**src/rtl/dmem_bist_master.sv**
```systemverilog
`default_nettype none
// +----------------------------------------------------------------------------+
// | dmem_bist_master : write/read-back self-test of the 16-word data memory.   |
// | Optional DMEM_BIST_MARCH_INV_EN adds inverted write-down / read-up passes. |
// | Revision: 1.0                                                              |
// +----------------------------------------------------------------------------+
module dmem_bist_master #(
   parameter int unsigned       ADDR_W = 6,
   parameter int unsigned       DATA_W = 32,
   parameter int unsigned       WORDS  = 16,
   parameter logic [DATA_W-1:0] SEED   = DATA_W'(1)
) (
   input  logic                    clk,
   input  logic                    reset,
   input  logic                    start,
   output logic                    mem_we,
   output logic [ADDR_W-1:0]       mem_addr,
   output logic [DATA_W-1:0]       mem_wd,
   input  logic [DATA_W-1:0]       mem_rd,
   output logic                    busy,
   output logic                    done,
   output logic                    pass,
   output logic [$clog2(WORDS):0]  err_cnt,
   output logic [ADDR_W-1:0]       fail_addr,
   output logic [DATA_W-1:0]       fail_data
);

   localparam int unsigned      IDX_W    = (WORDS > 1) ? $clog2(WORDS) : 1;
   localparam int unsigned      ERR_W    = $clog2(WORDS) + 1;
   localparam logic [IDX_W-1:0] LAST_IDX = IDX_W'(WORDS - 1);
   localparam logic [ERR_W-1:0] ERR_MAX  = ERR_W'(WORDS);

   localparam logic [2:0] ST_IDLE      = 3'd0;
   localparam logic [2:0] ST_WRITE     = 3'd1;
   localparam logic [2:0] ST_READ      = 3'd2;
   localparam logic [2:0] ST_DONE      = 3'd3;
`ifdef DMEM_BIST_MARCH_INV_EN
   localparam logic [2:0] ST_WRITE_INV = 3'd4;
   localparam logic [2:0] ST_READ_INV  = 3'd5;
`endif

   logic [2:0]        state_q, state_d;
   logic [IDX_W-1:0]  idx_q, idx_d;
   logic [ERR_W-1:0]  err_q, err_d;
   logic [ADDR_W-1:0] fail_addr_q, fail_addr_d;
   logic [DATA_W-1:0] fail_data_q, fail_data_d;

   logic [ADDR_W-1:0] idx_addr;
   logic [DATA_W-1:0] pattern;
   logic [DATA_W-1:0] exp_data;
   logic              chk;

   assign idx_addr = ADDR_W'(idx_q) << 2;
   assign pattern  = SEED + DATA_W'(idx_q);

   always_ff @(posedge clk) begin
      if (reset) begin
         state_q     <= ST_IDLE;
         idx_q       <= '0;
         err_q       <= '0;
         fail_addr_q <= '0;
         fail_data_q <= '0;
      end else begin
         state_q     <= state_d;
         idx_q       <= idx_d;
         err_q       <= err_d;
         fail_addr_q <= fail_addr_d;
         fail_data_q <= fail_data_d;
      end
   end

   always_comb begin
      state_d     = state_q;
      idx_d       = idx_q;
      err_d       = err_q;
      fail_addr_d = fail_addr_q;
      fail_data_d = fail_data_q;
      chk         = 1'b0;
      exp_data    = pattern;
      case (state_q)
         ST_IDLE, ST_DONE: begin
            if (start) begin
               state_d     = ST_WRITE;
               idx_d       = '0;
               err_d       = '0;
               fail_addr_d = '0;
               fail_data_d = '0;
            end
         end
         ST_WRITE: begin
            if (idx_q == LAST_IDX) begin
               state_d = ST_READ;
               idx_d   = '0;
            end else begin
               idx_d = idx_q + IDX_W'(1);
            end
         end
         ST_READ: begin
            chk = 1'b1;
            if (idx_q == LAST_IDX) begin
`ifdef DMEM_BIST_MARCH_INV_EN
               state_d = ST_WRITE_INV;
               idx_d   = LAST_IDX;
`else
               state_d = ST_DONE;
               idx_d   = '0;
`endif
            end else begin
               idx_d = idx_q + IDX_W'(1);
            end
         end
`ifdef DMEM_BIST_MARCH_INV_EN
         ST_WRITE_INV: begin
            if (idx_q == '0) begin
               state_d = ST_READ_INV;
            end else begin
               idx_d = idx_q - IDX_W'(1);
            end
         end
         ST_READ_INV: begin
            chk      = 1'b1;
            exp_data = ~pattern;
            if (idx_q == LAST_IDX) begin
               state_d = ST_DONE;
               idx_d   = '0;
            end else begin
               idx_d = idx_q + IDX_W'(1);
            end
         end
`endif
         default: begin
            state_d = ST_IDLE;
            idx_d   = '0;
         end
      endcase
      // Only the first mismatch is captured; the count saturates at WORDS.
      if (chk && (mem_rd != exp_data)) begin
         if (err_q == '0) begin
            fail_addr_d = idx_addr;
            fail_data_d = mem_rd;
         end
         if (err_q < ERR_MAX) begin
            err_d = err_q + ERR_W'(1);
         end
      end
   end

   always_comb begin
      mem_we   = 1'b0;
      mem_addr = '0;
      mem_wd   = '0;
      busy     = 1'b0;
      done     = 1'b0;
      pass     = 1'b0;
      case (state_q)
         ST_WRITE: begin
            mem_we   = 1'b1;
            mem_addr = idx_addr;
            mem_wd   = pattern;
            busy     = 1'b1;
         end
         ST_READ: begin
            mem_addr = idx_addr;
            busy     = 1'b1;
         end
`ifdef DMEM_BIST_MARCH_INV_EN
         ST_WRITE_INV: begin
            mem_we   = 1'b1;
            mem_addr = idx_addr;
            mem_wd   = ~pattern;
            busy     = 1'b1;
         end
         ST_READ_INV: begin
            mem_addr = idx_addr;
            busy     = 1'b1;
         end
`endif
         ST_DONE: begin
            done = 1'b1;
            pass = (err_q == '0);
         end
         default: ;
      endcase
   end

   assign err_cnt   = err_q;
   assign fail_addr = fail_addr_q;
   assign fail_data = fail_data_q;

endmodule
`default_nettype wire
```
**config.mk**
```make
export PLATFORM = sky130hd
export DESIGN_NAME = dmem_bist_master
export DESIGN_NICKNAME = d
export VERILOG_FILES = /design/src/rtl/dmem_bist_master.sv
export SDC_FILE = /design/constraint.sdc
export NUM_CORES = 1
export LEC_CHECK = 0
export BUFFER_PORTS_ARGS = -buffer_cell sky130_fd_sc_hd__buf_4
export CORE_ASPECT_RATIO = 0.8
export CORE_MARGIN = 2
export CORE_UTILIZATION = 41
export CTS_CLUSTER_SIZE = 8
export DETAILED_ROUTE_END_ITERATION = 6
export GPL_TIMING_DRIVEN = 0
export PLACE_DENSITY = 0.73
export SLEW_MARGIN = 25
export SYNTH_ARGS = -nofsm -noshare
export SYNTH_HDL_FRONTEND = slang
export SYNTH_SLANG_ARGS = --single-unit
```
**constraint.sdc**
```tcl
create_clock -name clk -period 2.6 [get_ports clk]
set_clock_uncertainty 0.15 [all_clocks]
set_input_delay 0 -clock clk [delete_from_list [all_inputs] [get_ports clk]]
set_output_delay 0 -clock clk [all_outputs]
set_load 0.005 [all_outputs]
```
Word-level counts from Yosys, hierarchy flattened
Cells that the tools add are included.
Widths: inputs -> output; s select.
{"block": "classes", "addsub": 3, "n_mul": 0, "n_div": 0, "n_lt_le_gt_ge": 1, "eq_ne": 8, "n_shift": 0, "mux": 26, "bitwise": 0, "reduce_logical": 6}
{"operator": "$mux 32", "n": 4}
{"operator": "$ne 32x5->1", "n": 1}
{"operator": "$mux 6", "n": 5}
{"operator": "$mux 5", "n": 5}
{"operator": "$mux 3", "n": 3}
{"operator": "$pmux 3 s3", "n": 1}
{"operator": "$mux 4", "n": 2}
{"operator": "$pmux 4 s2", "n": 1}
{"operator": "$eq 3x2->1 const B", "n": 2}
{"operator": "$ne 2x2->1 const B", "n": 3}
{"operator": "$add 1x4->5 const A", "n": 1}
{"operator": "$add 5x1->5 const B", "n": 1}
{"operator": "$logic_not 5->1", "n": 1}
{"operator": "$lt 5x5->1 const B", "n": 1}
{"operator": "$mux 1", "n": 5}
{"operator": "$add 4x1->4 const B", "n": 1}
{"operator": "$eq 4x4->1 const B", "n": 1}
{"operator": "$reduce_or 2->1", "n": 2}
{"operator": "$eq 3x1->1 const B", "n": 1}
{"operator": "$logic_not 3->1", "n": 1}
{"operator": "$reduce_and 3->1", "n": 1}
{"operator": "$logic_and 1x1->1", "n": 1}
{"block": "totals", "reg_bits": 50, "latchBits": 0, "ramBits": 0, "rom_bits": 0, "input_bits": 35, "output_inout_bits": 85, "word_cells": 49, "mem_count": 0}

Logic depth before layout (Yosys ltp)
Gate-level depths: netlist of run 1.
{"block": "depth", "ltp_word": 5, "depth_mapped": 10, "ltp_nobuf": 7}

Least setup slack after synthesis of run 1
No wires, ideal clock.
{"block": "synth_path", "path_kind": "register to register", "start": "register idx_q[0]", "end": "register fail_addr_q[4] (netlist: fail_addr[4])", "setup_ns": 0.132, "t_arrival_ns": 2.062, "setup_slack_ns": 0.256, "path_stages_with_launch": 10, "n_path_buf": 2, "cell_sequence": "dfxtp_1 -> ha_1 -> xnor2_1 -> nand3_1 -> or4_4 -> o211a_1 -> buf_2 -> buf_2 -> nand2_1 -> a21oi_1"}
{"block": "synth_via", "elab_chain_len": 4}
{"element": "start, declared", "line_no": "43", "source": "logic [IDX_W-1:0] idx_q, idx_d;"}
{"element": "start signal, assigned", "line_no": "65", "source": "idx_q <= idx_d;"}
{"element": "$add 1x4->5", "line_no": "54", "source": "assign pattern = SEED + DATA_W'(idx_q);"}
{"element": "$ne 32x5->1", "line_no": "137", "source": "if (chk && (mem_rd != exp_data)) begin"}
{"element": "$logic_and 1x1->1", "line_no": "137"}
{"element": "$mux 6", "line_no": "137"}
{"element": "end signal, assigned", "line_no": "67", "source": "fail_addr_q <= fail_addr_d;"}
{"element": "end, declared", "line_no": "45", "source": "logic [ADDR_W-1:0] fail_addr_q, fail_addr_d;"}
No other way between the ends.
A chain may end at the register's enable or synchronous reset.

Worst setup path after layout of run 1
{"block": "layout_path", "start": "register idx_q[0]", "end": "register fail_data_q[11] (netlist: fail_data[11])"}
{"block": "layout_via", "elab_chain_len": 4}
{"element": "$add 1x4->5", "line_no": "54"}
{"element": "$ne 32x5->1", "line_no": "137"}
{"element": "$logic_and 1x1->1", "line_no": "137"}
{"element": "$mux 32", "line_no": "137"}
{"element": "end signal, assigned", "line_no": "68", "source": "fail_data_q <= fail_data_d;"}
{"element": "end, declared", "line_no": "46", "source": "logic [DATA_W-1:0] fail_data_q, fail_data_d;"}
No other way between the ends.

==> metrics.cfg, run 1 <==
[grt]
grt_pass1_vias=2390
antenna_found_initial=0
grt_max_degree=15
grt_use_total=0.2095
grt_pass1_wl_mm=11.24
grt-ovfl-total=0

[clock_tree]
cts_tree=built
cts_root_buffer=clkbuf_8
h-tree-depth=2
clock_sinks=49
clk_latency_ns=0.30
numCtsBuffers=5
cts.path.max_buffers=2
clk_pin_slew_ns=0.08
post_cts_buffers=0

[critical_path]
worstSetupEndpointType=register
crit_required_ns=2.62
slowest_delay_ns=0.52
r2r_slack_ns=0.14
crit_slowest_cell=or4_4
cp_cell_sequence=ha_4 > xnor2_1 > nand3_1 > or4_4 > o211a_1 > buf_2 > buf_2 > nand2_1 > a21oi_1
startpoint_type=register
path_common_cell=buf_2
cp.arrival_ns=2.48
critPathMaxFanout=10
criticalPathCategory=reg2reg

[synthesis]
ys_types=39
synth_top_area_share=0.3946
netlist_top_cells_count=dfxtp_1 (49), a21oi_1 (45), nand3_1 (43), nand2_1 (41), buf_4 (30)
yosys_warnings=0
synth.area.top_cells=dfxtp_1 (39%), a21oi_1 (9.1%), buf_4 (9.1%)
yosysMostFrequentCell=dfxtp_1
synth_cells=309
synth_area_per_cell_um2=8.046
async_reset_ff_frac=0
synth_largest_area_cell=dfxtp_1
synth_seq_cells=49
synth-seq-area-share=0.3946
ys.flop_type=dfxtp_1
synth.cell_area_um2=2486
synth_edf_count=0

[die]
chipWidth_um=91.06
die_y_um=73.65
coreArea_um2=5881
pin_count=120
dieArea_um2=6707
fp-row-count=25
start_util=0.4228

[route]
ant_nets=0
drt-total-wl_mm=7.308
routedWlPerCell_um=13.29
drtIter0Drc=145
vias_per_cell=4.856
vias=2671
route.detailed.drc=0
firstDrtPassIters=4

[timing]
finalHoldViolCount=0
slew_viol_final=0
rsz0062_at_grt=no
fin_crit_sh=0.9456
tns_ns=0
max_freq_ghz=0.4067
min_period_ns=2.459
max-slew-margin-rel=0.5674
worstMarginPinSlew_ns=0.6399
setup_violations=0

[job]
maxCapViolCount=0

[placed_design]
io_buffer_count=90
place_inst=508
post-dp-hpwl_mm=5.120
gp_congestion=0.8280

[finish]
syn2layout_area_growth_pct=55.36
fillers=527
fin_nets=510
drive_gt1_frac=0.3198
final_core_util=0.6568
antenna_cells=0
final_cell_count_no_fill=550

[hold_path]
hold_path_class=reg2reg

[pwr]
power_w=0.002609
powerDensity_nw_per_um2=675.5
p_leak_nw=1.741
vdd_drop_max_v=0.0003911

[run_status]
status=finished clean

==> what timing repair did <==
action	CTS	global route
setup endpoints to repair	31	31
hold buffers	34	0
endpoints found under the hold margin	38	0
resized for setup	1	7
gates cloned	0	0
==> per-stage QoR <==
stage	cell area, um2	hold WS, ns	worst slack (ns)
after floorplan	2591	-0.01399	0.2557
after detailed placement	3368	0.1177	-0.03889
final	3862	0.3201	0.1415
after global placement	3368	0.1101	-0.03278
after CTS	3826	0.3219	0.03983
after global routing	3862	0.3462	0.02152
==> cells by family (layout without fill, tap and decap cells) <==
kind of cell,count (synthesis),after routing,share of synthesized area
compound gates,59,59,0.1298
flops,49,49,0.3946
fa+ha+maj,7,7,0.03523
simple gates,128,128,0.2622
buf+inv,57,189,0.1449
mux,1,1,0.004026
other cells,1,29,0.001508
xor+xnor,7,7,0.02769
==> layer usage <==
layer,global-route usage,vias up,wire [um]
li1,-,1318,-
met1,0.2699,1244,3208
met2,0.3588,99,3560
met3,0.04718,10,468
met4,0.05724,0,71
met5,0,-,0
==> critical path: cells and delay by family (launching register included) <==
| kind | cells | cell delay, ns |
|---|---|---|
| flip-flops | 1 | 0.39 |
| adder cells (fa/ha/maj) | 1 | 0.26 |
| buffers and inverters | 2 | 0.37 |
| AND/OR/NAND/NOR | 3 | 0.71 |
| AO/OA/AOI/OAI | 2 | 0.28 |
| XOR/XNOR | 1 | 0.17 |
==> placed cells by master, fill, tap and decap left out, types with 2 or more instances in the layout <==
| cell | instances |
|---|---|
| buf_4 | 119 |
| dfxtp_1 | 47 |
| a21oi_1 | 44 |
| nand3_1 | 43 |
| nand2_1 | 41 |
| dlygate4sd3_1 | 34 |
| conb_1 | 29 |
| clkbuf_1 | 9 |
| buf_2 | 9 |
| inv_1 | 7 |
| nor2_1 | 7 |
| nor2b_1 | 6 |
| ha_1 | 6 |
| clkbuf_8 | 6 |
| and2_1 | 5 |
| buf_6 | 4 |
| nor3_1 | 4 |
| nor4_1 | 4 |
| o21ai_0 | 4 |
| xnor2_1 | 3 |
| xor2_1 | 3 |
| a31oi_1 | 3 |
| and3_1 | 2 |
| nand3b_1 | 2 |
| o211ai_1 | 2 |
| nor4_2 | 2 |
| nand2b_1 | 2 |
| or3b_2 | 2 |
| and4b_1 | 2 |
==> flip-flops by register name (all words and copies together), names as in the netlist <==
name and count:
err_cnt 5, fail_addr 6, fail_data 32, idx_q 4
state_q 2
==> worst paths after layout <==
kind / startpoint / to / cells past startpoint
max reg2reg: idx_q[0] / fail_data[11] / 9
max: idx_q[0] / fail_data[11] / 9
min reg2reg: fail_data[31] / fail_data[31] / 2
min: fail_data[31] / fail_data[31] / 2
==> power by group <==
| group | internal [W] | switching (W) | total (W) | leakage, nW |
|---|---|---|---|---|
| Clock | 0.000314 | 0.000243 | 0.000556 | 0.0585 |
| Sequential | 0.000856 | 0.0000840 | 0.000940 | 0.398 |
| Combinational | 0.000497 | 0.000616 | 0.00111 | 1.28 |
==> area by class of cell <==
type | instances | area, um2 | area share
repair buffers | 124 | 1016 | 0.2630
flip-flops and latches | 49 | 985.9 | 0.2553
well taps | 81 | 101.3 | 0.02624
inverters | 7 | 26.28 | 0.006803
clock buffers | 7 | 86.33 | 0.02235
clock inverters | 1 | 30.03 | 0.007775
multi-input cells | 231 | 1279 | 0.3311
plain buffers | 50 | 337.8 | 0.08746
Note: power is estimated with default switching activity, not from simulation.
==> run 2, diff against run 1 <==
--- a/config.mk
+++ b/config.mk
@@ -6,6 +6,7 @@
 export NUM_CORES = 1
 export LEC_CHECK = 0
 export BUFFER_PORTS_ARGS = -buffer_cell sky130_fd_sc_hd__buf_4
+export CAP_MARGIN = 20
 export CORE_ASPECT_RATIO = 0.8
 export CORE_MARGIN = 2
 export CORE_UTILIZATION = 41
@@ -13,6 +14,7 @@
 export DETAILED_ROUTE_END_ITERATION = 6
 export GPL_TIMING_DRIVEN = 0
 export PLACE_DENSITY = 0.73
+export REMOVE_ABC_BUFFERS = 1
 export SLEW_MARGIN = 25
 export SYNTH_ARGS = -nofsm -noshare
 export SYNTH_HDL_FRONTEND = slang
==> run 2 against run 1 <==
Die area is the same. Sequential cell count is the same. Power shrank 2.6%. Highest routed layer unchanged. Via count shrank 8.2%. Critical path type is now in2reg. Clock-buffer cell count is the same. Final cell count shrank 8.9%. Non-clock buffer count shrank 49. Core utilization shrank 5.0 points.
==> metrics.cfg, run 2 (synthesis gave the netlist of run 1 again) <==
[hold_path]
holdPathStages=2
hold_path_class=in2reg

[placed_design]
io_buffer_count=90
place_inst=459
post-dp-hpwl_mm=4.170
gp_congestion=0.7519

[grt]
grt_max_degree=50
grt_pass1_wl_mm=10.43
grt_use_total=0.1930
grt_pass1_vias=2205
grt-ovfl-total=0
antenna_found_initial=0

[finish]
syn2layout_area_growth_pct=43.48
final_cell_count_no_fill=501
layout_commonest_cell=buf_4
final_cell_mix=buf_4 (90), dfxtp_1 (46), a21oi_1 (44)
antenna_cells=0
largest_reg_flops=32
drive_gt1_frac=0.2667
final_core_util=0.6066
fin_nets=461

[clock_tree]
clk_latency_ns=0.29
h-tree-depth=2
clk_pin_slew_ns=0.08
cts.path.max_buffers=2
clock_sinks=49
numCtsBuffers=5
cts_tree=built
cts_root_buffer=clkbuf_8

[pwr]
switching_share=0.3617
pwr-share-comb=0.411
vdd_drop_max_v=0.0003621
power.share.clock=0.220
powerDensity_nw_per_um2=712.1
p_leak_nw=1.542
internal-power_w=0.001621
pwr-share-seq=0.370
power_w=0.002540
netSwitchingPower_w=0.0009187

[die]
die_y_um=73.65
chipWidth_um=91.06
fp-row-count=25
pin_count=120
dieArea_um2=6707
coreArea_um2=5881
start_util=0.4228

[route]
vias=2451
route.detailed.drc=0
routedWlPerCell_um=13.35
drt-total-wl_mm=6.686
firstDrtPassIters=4
vias_per_cell=4.892
ant_nets=0
drtIter0Drc=118

[critical_path]
r2r_slack_ns=0.20
r2r-start=idx_q[0]
r2r_end=fail_data[20]
cp.arrival_ns=2.52
startpoint=mem_rd[22]
r2r_cells=8
crit_required_ns=2.67
criticalPathCategory=in2reg
endpoint=fail_data[20]
worstSetupEndpointType=register
critPathMaxFanout=24
startpoint_type=primary input

[timing]
max_freq_ghz=0.4074
setup_violations=0
min_period_ns=2.455
max-slew-margin-rel=0.4520
fin_crit_sh=0.9442
slew_viol_final=0
rsz0062_at_grt=no
finalHoldViolCount=0
worstMarginPinSlew_ns=0.8105

[job]
maxCapViolCount=0

[run_status]
status=finished clean

## run 2: cell types whose count changed in the layout (fill, tap and decap cells not counted), sizes merged
cell / delta
buf: -40
clkbuf: -8
dlygate4sd3: -1
## run 2: critical path, stage by stage
cell and delay (ns):
dlygate4sd3_1 0.54, buf_4 0.14, nor4_1 0.33, nand4_1 0.17
or4_4 0.58, o211ai_4 0.25, buf_16 0.20, nand3_1 0.10
a21oi_1 0.19
## run 2: how the worst min path moves through the flow
stage                          start       endpoint  slack (ns)
after CTS                      reset       idx_q[0]      0.0008
after floorplan                reset     err_cnt[0]       -0.08
after global placement    mem_rd[12]  fail_data[12]        0.11
after detailed placement  mem_rd[15]  fail_data[15]        0.12
final                          reset       idx_q[3]        0.01
after global routing           reset       idx_q[3]        0.03
## run 2: power groups by stage
stage          Combinational, W  Sequential, W  Clock [W]
2_1_floorplan          0.000518       0.000938          0
3_3_place_gp           0.000907       0.000941          0
3_5_place_dp           0.000966       0.000946          0
4_1_cts                 0.00103       0.000931   0.000580
5_1_grt                 0.00116       0.000953   0.000604
6_report                0.00104       0.000939   0.000558
## run 2: per-stage QoR
step / setup slack, ns / area [um2] / setup TNS, ns / hold WS [ns]
floorplan: -0.1692 / 2257 / -6.327 / -0.08093
global placement: -0.8557 / 3034 / -32.33 / 0.1090
detailed placement: -0.2596 / 3073 / -7.657 / 0.1179
CTS: 0.02713 / 3540 / 0 / 0.0007970
global route: 0.04417 / 3567 / 0 / 0.02720
finish: 0.1452 / 3567 / 0 / 0.01350
## run 2: cell type report
class	instances	area, um2
Clock buffer	7	86.33
Clock inverter	1	30.03
Fill cell	529	2313
Inverter	7	26.28
Multi-Input combinational cell	231	1291
Sequential cell	49	987.2
Tap cell	81	101.3
Timing Repair Buffer	125	1045
## run 2: routing by layer
layer	global-route usage	routed length [um]	share of wire
met5	0	0	0
met2	0.3309	3291	0.49
met4	0.05556	75	0.011
met3	0.04513	336	0.050
met1	0.2463	2982	0.45
## run 2: what timing repair did
action,CTS,global route
pin swaps,1,1
endpoints found under the setup margin,39,41
endpoints found under the hold margin,36,0
resized for setup,3,6
buffers inserted,1,0
hold buffers,33,0
